<file path="src/rtl/z80bd_pkg.sv">
// Shared encodings for the Z80 bus decoder: FSM states, cycle types, mapper ports.
// Z80_IO_INTACK_EN enables decoding of interrupt-acknowledge cycles.
package z80bd_pkg;

  localparam logic [1:0] S_IDLE = 2'd0;
  localparam logic [1:0] S_QUAL = 2'd1;
  localparam logic [1:0] S_FIRE = 2'd2;
  localparam logic [1:0] S_HOLD = 2'd3;

  typedef enum logic [1:0] {
    CYC_NONE = 2'd0,
    CYC_WR   = 2'd1,
    CYC_RD   = 2'd2,
    CYC_INTA = 2'd3
  } cyc_t;

  localparam logic [7:0] MMAP_PORT0 = 8'h10;
  localparam logic [7:0] MMAP_PORT1 = 8'h11;
  localparam logic [7:0] MMAP_PORT2 = 8'h12;
  localparam logic [7:0] MMAP_PORT3 = 8'h13;

  // Active-low strobe levels in; WR wins over RD when both are low.
  function automatic cyc_t decode_cyc(input logic iorq, input logic rd,
                                      input logic wr, input logic m1);
    cyc_t c;
    c = CYC_NONE;
    if (!iorq) begin
      if (!m1) begin
`ifdef Z80_IO_INTACK_EN
        c = CYC_INTA;
`endif
      end else if (!wr) begin
        c = CYC_WR;
      end else if (!rd) begin
        c = CYC_RD;
      end
    end
    return c;
  endfunction

endpackage

</file>
<file path="src/rtl/z80_io_strobe_if.sv">
// Z80 bus side and qualified-strobe side of the I/O decoder.
// intack_stb exists only when Z80_IO_INTACK_EN is defined.
interface z80_io_strobe_if;
  logic       IORQ, RD, WR, M1;
  logic [7:0] A, D;
  logic       io_wr_stb, io_rd_stb;
  logic [7:0] io_addr, io_wdata;
  logic       io_busy;
`ifdef Z80_IO_INTACK_EN
  logic       intack_stb;
`endif

  modport master (
`ifdef Z80_IO_INTACK_EN
    input  intack_stb,
`endif
    output IORQ, RD, WR, M1, A, D,
    input  io_wr_stb, io_rd_stb, io_addr, io_wdata, io_busy
  );

  modport slave (
`ifdef Z80_IO_INTACK_EN
    output intack_stb,
`endif
    input  IORQ, RD, WR, M1, A, D,
    output io_wr_stb, io_rd_stb, io_addr, io_wdata, io_busy
  );
endinterface

</file>
<file path="src/rtl/z80_sync.sv">
// N-stage synchronizer for active-low strobes; resets to all-ones (inactive).
module z80_sync #(
  parameter int WIDTH  = 4,
  parameter int STAGES = 2
) (
  input  logic             clk,
  input  logic             rst,
  input  logic [WIDTH-1:0] d,
  output logic [WIDTH-1:0] q
);
  logic [STAGES-1:0][WIDTH-1:0] ff;

  always_ff @(posedge clk) begin
    if (rst) ff <= '1;
    else     ff <= {ff[STAGES-2:0], d};
  end

  assign q = ff[STAGES-1];
endmodule

</file>
<file path="src/rtl/z80_io_strobe.sv">
// Qualifies resampled Z80 I/O cycles and emits one-clock strobes with latched addr/data.
// Z80_IO_INTACK_EN adds interrupt-acknowledge qualification and intack_stb.
module z80_io_strobe
  import z80bd_pkg::*;
#(
  parameter int SYNC_STAGES = 2,
  parameter int QUAL_CYCLES = 2
) (
  input logic            CLK_24MHz,
  input logic            RES,
  z80_io_strobe_if.slave bus
);
  localparam int             CW  = $clog2(QUAL_CYCLES + 1);
  localparam logic [CW-1:0]  QC  = CW'(QUAL_CYCLES);
  localparam logic [CW-1:0]  ONE = CW'(1);

  logic [3:0]             sync_q;
  logic                   iorq_s, rd_s, wr_s, m1_s;
  cyc_t                   cyc_now, cyc_lat;
  logic [1:0]             state;
  logic [CW-1:0]          cnt, cnt_inc;
  logic [SYNC_STAGES-1:0] flush_pipe;
  logic                   armed;
  logic                   wr_stb, rd_stb;
  logic [7:0]             addr_q, wdata_q;
`ifdef Z80_IO_INTACK_EN
  logic                   inta_stb;
`endif

  z80_sync #(.WIDTH(4), .STAGES(SYNC_STAGES)) u_sync (
    .clk (CLK_24MHz),
    .rst (RES),
    .d   ({bus.IORQ, bus.RD, bus.WR, bus.M1}),
    .q   (sync_q)
  );

  assign {iorq_s, rd_s, wr_s, m1_s} = sync_q;
  assign cyc_now = decode_cyc(iorq_s, rd_s, wr_s, m1_s);
  assign cnt_inc = cnt + ONE;

  // The synchronizer's reset ones are not real bus samples; armed waits until the
  // flushed chain shows IORQ released, so a cycle spanning reset release is skipped.
  always_ff @(posedge CLK_24MHz) begin
    if (RES) begin
      state      <= S_IDLE;
      cnt        <= '0;
      cyc_lat    <= CYC_NONE;
      flush_pipe <= '0;
      armed      <= 1'b0;
      wr_stb     <= 1'b0;
      rd_stb     <= 1'b0;
      addr_q     <= '0;
      wdata_q    <= '0;
`ifdef Z80_IO_INTACK_EN
      inta_stb   <= 1'b0;
`endif
    end else begin
      flush_pipe <= {flush_pipe[SYNC_STAGES-2:0], 1'b1};
      armed      <= armed | (flush_pipe[SYNC_STAGES-1] & iorq_s);
      wr_stb     <= 1'b0;
      rd_stb     <= 1'b0;
`ifdef Z80_IO_INTACK_EN
      inta_stb   <= 1'b0;
`endif
      case (state)
        S_IDLE: if (armed && cyc_now != CYC_NONE) begin
          cyc_lat <= cyc_now;
          cnt     <= ONE;
          state   <= (QC <= ONE) ? S_FIRE : S_QUAL;
        end
        S_QUAL: if (cyc_now == cyc_lat) begin
          cnt <= cnt_inc;
          if (cnt_inc >= QC) state <= S_FIRE;
        end else begin
          cnt   <= '0;
          state <= S_IDLE;
        end
        S_FIRE: begin
          addr_q <= bus.A;
          case (cyc_lat)
            CYC_WR: begin
              wdata_q <= bus.D;
              wr_stb  <= 1'b1;
            end
            CYC_RD:   rd_stb   <= 1'b1;
`ifdef Z80_IO_INTACK_EN
            CYC_INTA: inta_stb <= 1'b1;
`endif
            default: ;
          endcase
          cnt   <= '0;
          state <= S_HOLD;
        end
        S_HOLD: if (iorq_s) state <= S_IDLE;
        default: state <= S_IDLE;
      endcase
    end
  end

  assign bus.io_wr_stb  = wr_stb;
  assign bus.io_rd_stb  = rd_stb;
  assign bus.io_addr    = addr_q;
  assign bus.io_wdata   = wdata_q;
  assign bus.io_busy    = (state != S_IDLE);
`ifdef Z80_IO_INTACK_EN
  assign bus.intack_stb = inta_stb;
`endif
endmodule
</file>
<file path="src/flat_wrapper.sv">
// flat-port wrapper written by rule: the top's interface ports become plain ports
module z80_io_strobe_flat import z80bd_pkg::*;
#(
  parameter int SYNC_STAGES = 2,
  parameter int QUAL_CYCLES = 2
)
  (CLK_24MHz, RES, bus_IORQ, bus_RD, bus_WR, bus_M1, bus_A, bus_D, bus_io_wr_stb, bus_io_rd_stb, bus_io_addr, bus_io_wdata, bus_io_busy);
  z80_io_strobe_if bus_i ();
  input logic CLK_24MHz;
  input logic RES;
  input wire logic [$bits(bus_i.IORQ)-1:0] bus_IORQ;
  input wire logic [$bits(bus_i.RD)-1:0] bus_RD;
  input wire logic [$bits(bus_i.WR)-1:0] bus_WR;
  input wire logic [$bits(bus_i.M1)-1:0] bus_M1;
  input wire logic [$bits(bus_i.A)-1:0] bus_A;
  input wire logic [$bits(bus_i.D)-1:0] bus_D;
  output wire logic [$bits(bus_i.io_wr_stb)-1:0] bus_io_wr_stb;
  output wire logic [$bits(bus_i.io_rd_stb)-1:0] bus_io_rd_stb;
  output wire logic [$bits(bus_i.io_addr)-1:0] bus_io_addr;
  output wire logic [$bits(bus_i.io_wdata)-1:0] bus_io_wdata;
  output wire logic [$bits(bus_i.io_busy)-1:0] bus_io_busy;
  assign bus_i.IORQ = bus_IORQ;
  assign bus_i.RD = bus_RD;
  assign bus_i.WR = bus_WR;
  assign bus_i.M1 = bus_M1;
  assign bus_i.A = bus_A;
  assign bus_i.D = bus_D;
  assign bus_io_wr_stb = bus_i.io_wr_stb;
  assign bus_io_rd_stb = bus_i.io_rd_stb;
  assign bus_io_addr = bus_i.io_addr;
  assign bus_io_wdata = bus_i.io_wdata;
  assign bus_io_busy = bus_i.io_busy;
  z80_io_strobe #(.SYNC_STAGES(SYNC_STAGES), .QUAL_CYCLES(QUAL_CYCLES)) u_core (.CLK_24MHz(CLK_24MHz), .RES(RES), .bus(bus_i));
endmodule
</file>
<file path="config.mk">
export PLATFORM = sky130hd
export DESIGN_NAME = z80_io_strobe_flat
export DESIGN_NICKNAME = d
export VERILOG_FILES = /design/src/rtl/z80bd_pkg.sv /design/src/rtl/z80_io_strobe_if.sv /design/src/rtl/z80_sync.sv /design/src/rtl/z80_io_strobe.sv /design/src/flat_wrapper.sv
export SDC_FILE = /design/constraint.sdc
export NUM_CORES = 1
export LEC_CHECK = 0
export CAP_MARGIN = 20
export CORE_MARGIN = 10
export CORE_UTILIZATION = 40
export DETAILED_ROUTE_END_ITERATION = 16
export PLACE_DENSITY_LB_ADDON = 0.3
export SYNTH_ARGS = -nofsm -noshare
export SYNTH_HDL_FRONTEND = slang
export SYNTH_SLANG_ARGS = --single-unit
</file>
<file path="constraint.sdc">
create_clock -name CLK_24MHz -period 3.32 [get_ports CLK_24MHz]
set_clock_uncertainty 0.15 [all_clocks]
set_input_delay 0.498 -clock CLK_24MHz [delete_from_list [all_inputs] [get_ports CLK_24MHz]]
set_output_delay 0.498 -clock CLK_24MHz [all_outputs]
set_load 0.005 [all_outputs]
</file>
==> summary.txt <==
Synthesis
  • Post-Syn Nets: 160
  • Register area share after synthesis: 52.4%
  • Average cell area after synthesis: 10.0 µm²
  • Number of warning messages in the yosys log: 0
  • Register bit count reported by yosys: 35
  • Synthesized instance count: 133
  • Post-synthesis instance area: 1340 µm²
  • Yosys cell types: 29

Place
  • Post-Place Setup Slack: 1210 ps
  • DP Area: 1790 µm²
  • Detailed placement HPWL: 2.20 mm
  • Final Wtd Congestion: 0.672
  • PortBufs: 40

Drt
  • Vias: 1039
  • Number of remaining DRC errors: 0
  • Final wirelength: 2.86 mm
  • Via count normalized by instance count: 4.68
  • Drt wl/cell: 12.9 µm
  • Antenna Nets Post-Route: 0
  • Drt first pass iters: 4
  • Starting DRT DRC Count: 58

Clock network
  • Clock-pin transition on the worst setup and hold timing paths: 90 ps
  • Post-CTS resize count: 0
  • CTS tree: built
  • Insertion delay to the later sink of the worst-skew pair: 330 ps
  • CTS H-tree depth: 2
  • Clock Path Buffers: 2
  • Number of post-CTS setup repair buffers: 0
  • Count of clock tree sinks: 35
  • Hold_buf cts: 0
  • Clk Tree Root Cell: sky130_fd_sc_hd__clkbuf_4
  • Inserted Clock Buffers: 5

STA
  • Final hold viol count: 0
  • Minimum period implied by the final worst setup slack: 2330 ps
  • Sum of negative setup slack: 0 ps
  • Setup ws final: 992 ps
  • # setup viols final: 0
  • Min Hold Slack: 265 ps
  • Unrepaired setup endpoints after global routing: no
  • Max-slew violation count: 0
  • Maximum clock rate: 430 MHz
  • Max-Slew Margin vs Limit: 53.5%
  • Final Cycle Share: 70.1%
  • Slew at the pin with the worst max-slew slack: 695 ps

Global route
  • Overall global routing resource usage: 9.48%
  • Global-route wire length before repair: 4.69 mm
  • Maximum number of pins on one net before global-route repair: 24
  • Initial antenna violation count: 0
  • Residual overflow from global routing: 0
  • Vias in the first global route: 1068

Die
  • Die Wd: 77.8 µm
  • Die Y-Extent: 77.8 µm
  • DIE AREA: 6050 µm²
  • Area inside the core boundary: 3130 µm²
  • Initial Utilization: 42.7%
  • I/O pins: 41
  • Number of standard-cell rows in the floorplan: 20

Critical path
  • Cell depth of the worst flop-to-flop path: 6
  • Setup slack of the most critical reg-to-reg path: 1350 ps
  • Worst Setup End Kind: primary output
  • Cell occurring most often along the worst timing path: sky130_fd_sc_hd__inv_1
  • Reg2reg end: u_core.bus.io_wdata[4]
  • Worst Setup EP: bus_io_busy
  • Nature of the critical path startpoint: flip-flop
  • Critical Setup Path Class: reg -> out
  • Cells traversed along the worst timing path: inv_1, ha_1, inv_1, clkdlybuf4s50_1
  • Family of cells with the greatest summed delay on the critical path: buffers and inverters
  • Levels on crit path: 4
  • Critical Path Max Stage Delay: 490 ps
  • Arrival @ worst endpoint: 1680 ps
  • Buf+Inv Stages, Crit Path: 3
  • Slowest cell on the critical path: sky130_fd_sc_hd__clkdlybuf4s50_1
  • Maximum fanout along the worst path: 6
  • Start of the worst register-to-register path: u_core.state[0]
  • CP startpoint: u_core.state[0]
  • CP required: 2670 ps

Layout
  • Footprint of the flip-flops and latches: 701 µm²
  • Most common library cell in the layout ignoring fill and taps: sky130_fd_sc_hd__clkdlybuf4s50_1
  • Layout overhead on the synthesized area: 38.8%
  • Fraction of final layout cells sized beyond drive strength 1: 11.2%
  • Total Nets Final: 204
  • Final Cell Area: 1850 µm²
  • Most used cells in the layout excluding fill and tap cells: sky130_fd_sc_hd__clkdlybuf4s50_1 (40), sky130_fd_sc_hd__dfxtp_1 (35), sky130_fd_sc_hd__nor2_1 (22)
  • Filler Cell Count: 270
  • Final antenna diode count: 0
  • Combined area of the multi-input logic cells: 581 µm²

Run status
  • Run status: complete, no violations

Power
  • Cell Pwr Density: 418 nW/µm²
  • Overall power after layout: 775 µW
  • Static leakage: 0.772 nW
  • Max VDD drop: 0.288 mV

Flow run
  • Number of maximum-capacitance violations: 0

Min path
  • Number of cells traversed by the worst hold path: 1
  • Type of the most critical hold path: reg -> reg
==> stage by stage <==
stage	cells	util, %
floorplan	133	-
global placement	214	57.1
detailed placement	214	57.1
CTS	222	59.3
global route	222	59.3
finish	222	59.3
==> cells in the mapped netlist, drive strengths merged <==
master | number | area [µm²]
nand2 | 5 | 18.8
nand3 | 1 | 5.00
a311oi | 2 | 17.5
a21boi | 1 | 11.3
inv | 9 | 33.8
nor2 | 22 | 82.6
a31oi | 2 | 12.5
a32oi | 1 | 8.76
nand2b | 1 | 8.76
nor2b | 1 | 6.26
o21ai | 3 | 15.0
and2 | 1 | 6.26
and3 | 1 | 6.26
dfxtp | 35 | 701
clkbuf | 3 | 11.3
a211oi | 2 | 15.0
a21bo | 2 | 20.0
xor2 | 1 | 8.76
or2 | 8 | 50.1
buf | 2 | 10.0
nor3 | 2 | 10.0
and4bb | 1 | 12.5
a21oi | 2 | 10.0
ha | 5 | 62.6
o22ai | 1 | 6.26
mux2i | 18 | 180
or3 | 1 | 6.26
==> layer usage <==
metal | GRT usage (%) | share of wire, % | up-vias
li1 | - | - | 529
met1 | 8.95 | 41 | 472
met2 | 16.0 | 46 | 33
met3 | 5.53 | 11 | 5
met4 | 4.93 | 1.4 | 0
met5 | 0 | 0 | -
==> logic make-up after synthesis <==
kind of cell	count (synthesis)	share of synthesized area, %
simple gates	44	15.9
fa+ha+maj	5	4.68
mux	18	13.5
xor+xnor	1	0.656
compound gates	16	8.71
flops	35	52.4
buf+inv	14	4.12
==> layout make-up <==
| type | instances | area share (%) |
|---|---|---|
| Timing Repair Buffer | 42 | 22.4 |
| Clock buffer | 8 | 3.71 |
| Inverter | 9 | 1.82 |
| Tap cell | 44 | 2.97 |
| Sequential cell | 35 | 37.8 |
| Multi-Input combinational cell | 84 | 31.3 |
==> how the worst min path moves through the flow <==
stage	slack, ps	end	startpoint
floorplan	240	u_core.u_sync.q[0]	u_core.u_sync.ff[0]
global placement	240	u_core.u_sync.q[1]	u_core.u_sync.ff[1]
detailed placement	240	u_core.u_sync.q[3]	u_core.u_sync.ff[3]
CTS	270	u_core.u_sync.q[3]	u_core.u_sync.ff[3]
global route	280	u_core.u_sync.q[3]	u_core.u_sync.ff[3]
finish	270	u_core.u_sync.q[3]	u_core.u_sync.ff[3]
==> flip-flops by register name, summed over array words and instances, names as in the netlist, named ones only <==
| register | flops |
|---|---|
| u_core.bus.io_addr | 8 |
| u_core.cyc_lat | 2 |
| u_core.state | 1 |
| u_core.u_sync.q | 4 |
| u_core.bus.io_wdata | 8 |
| u_core.flush_pipe | 2 |
| u_core.u_sync.ff | 4 |
| u_core.bus.io_wr_stb | 1 |
| u_core.bus.io_rd_stb | 1 |
| u_core.armed | 1 |
| u_core.cnt | 2 |
==> power breakdown <==
group	total, mW	internal (mW)	switching (mW)
sequential	0.436	0.429	0.00679
combinational	0.0817	0.0486	0.0331
clock	0.257	0.125	0.132
total	0.775	0.603	0.172
Power figures use the tool's default switching activity.
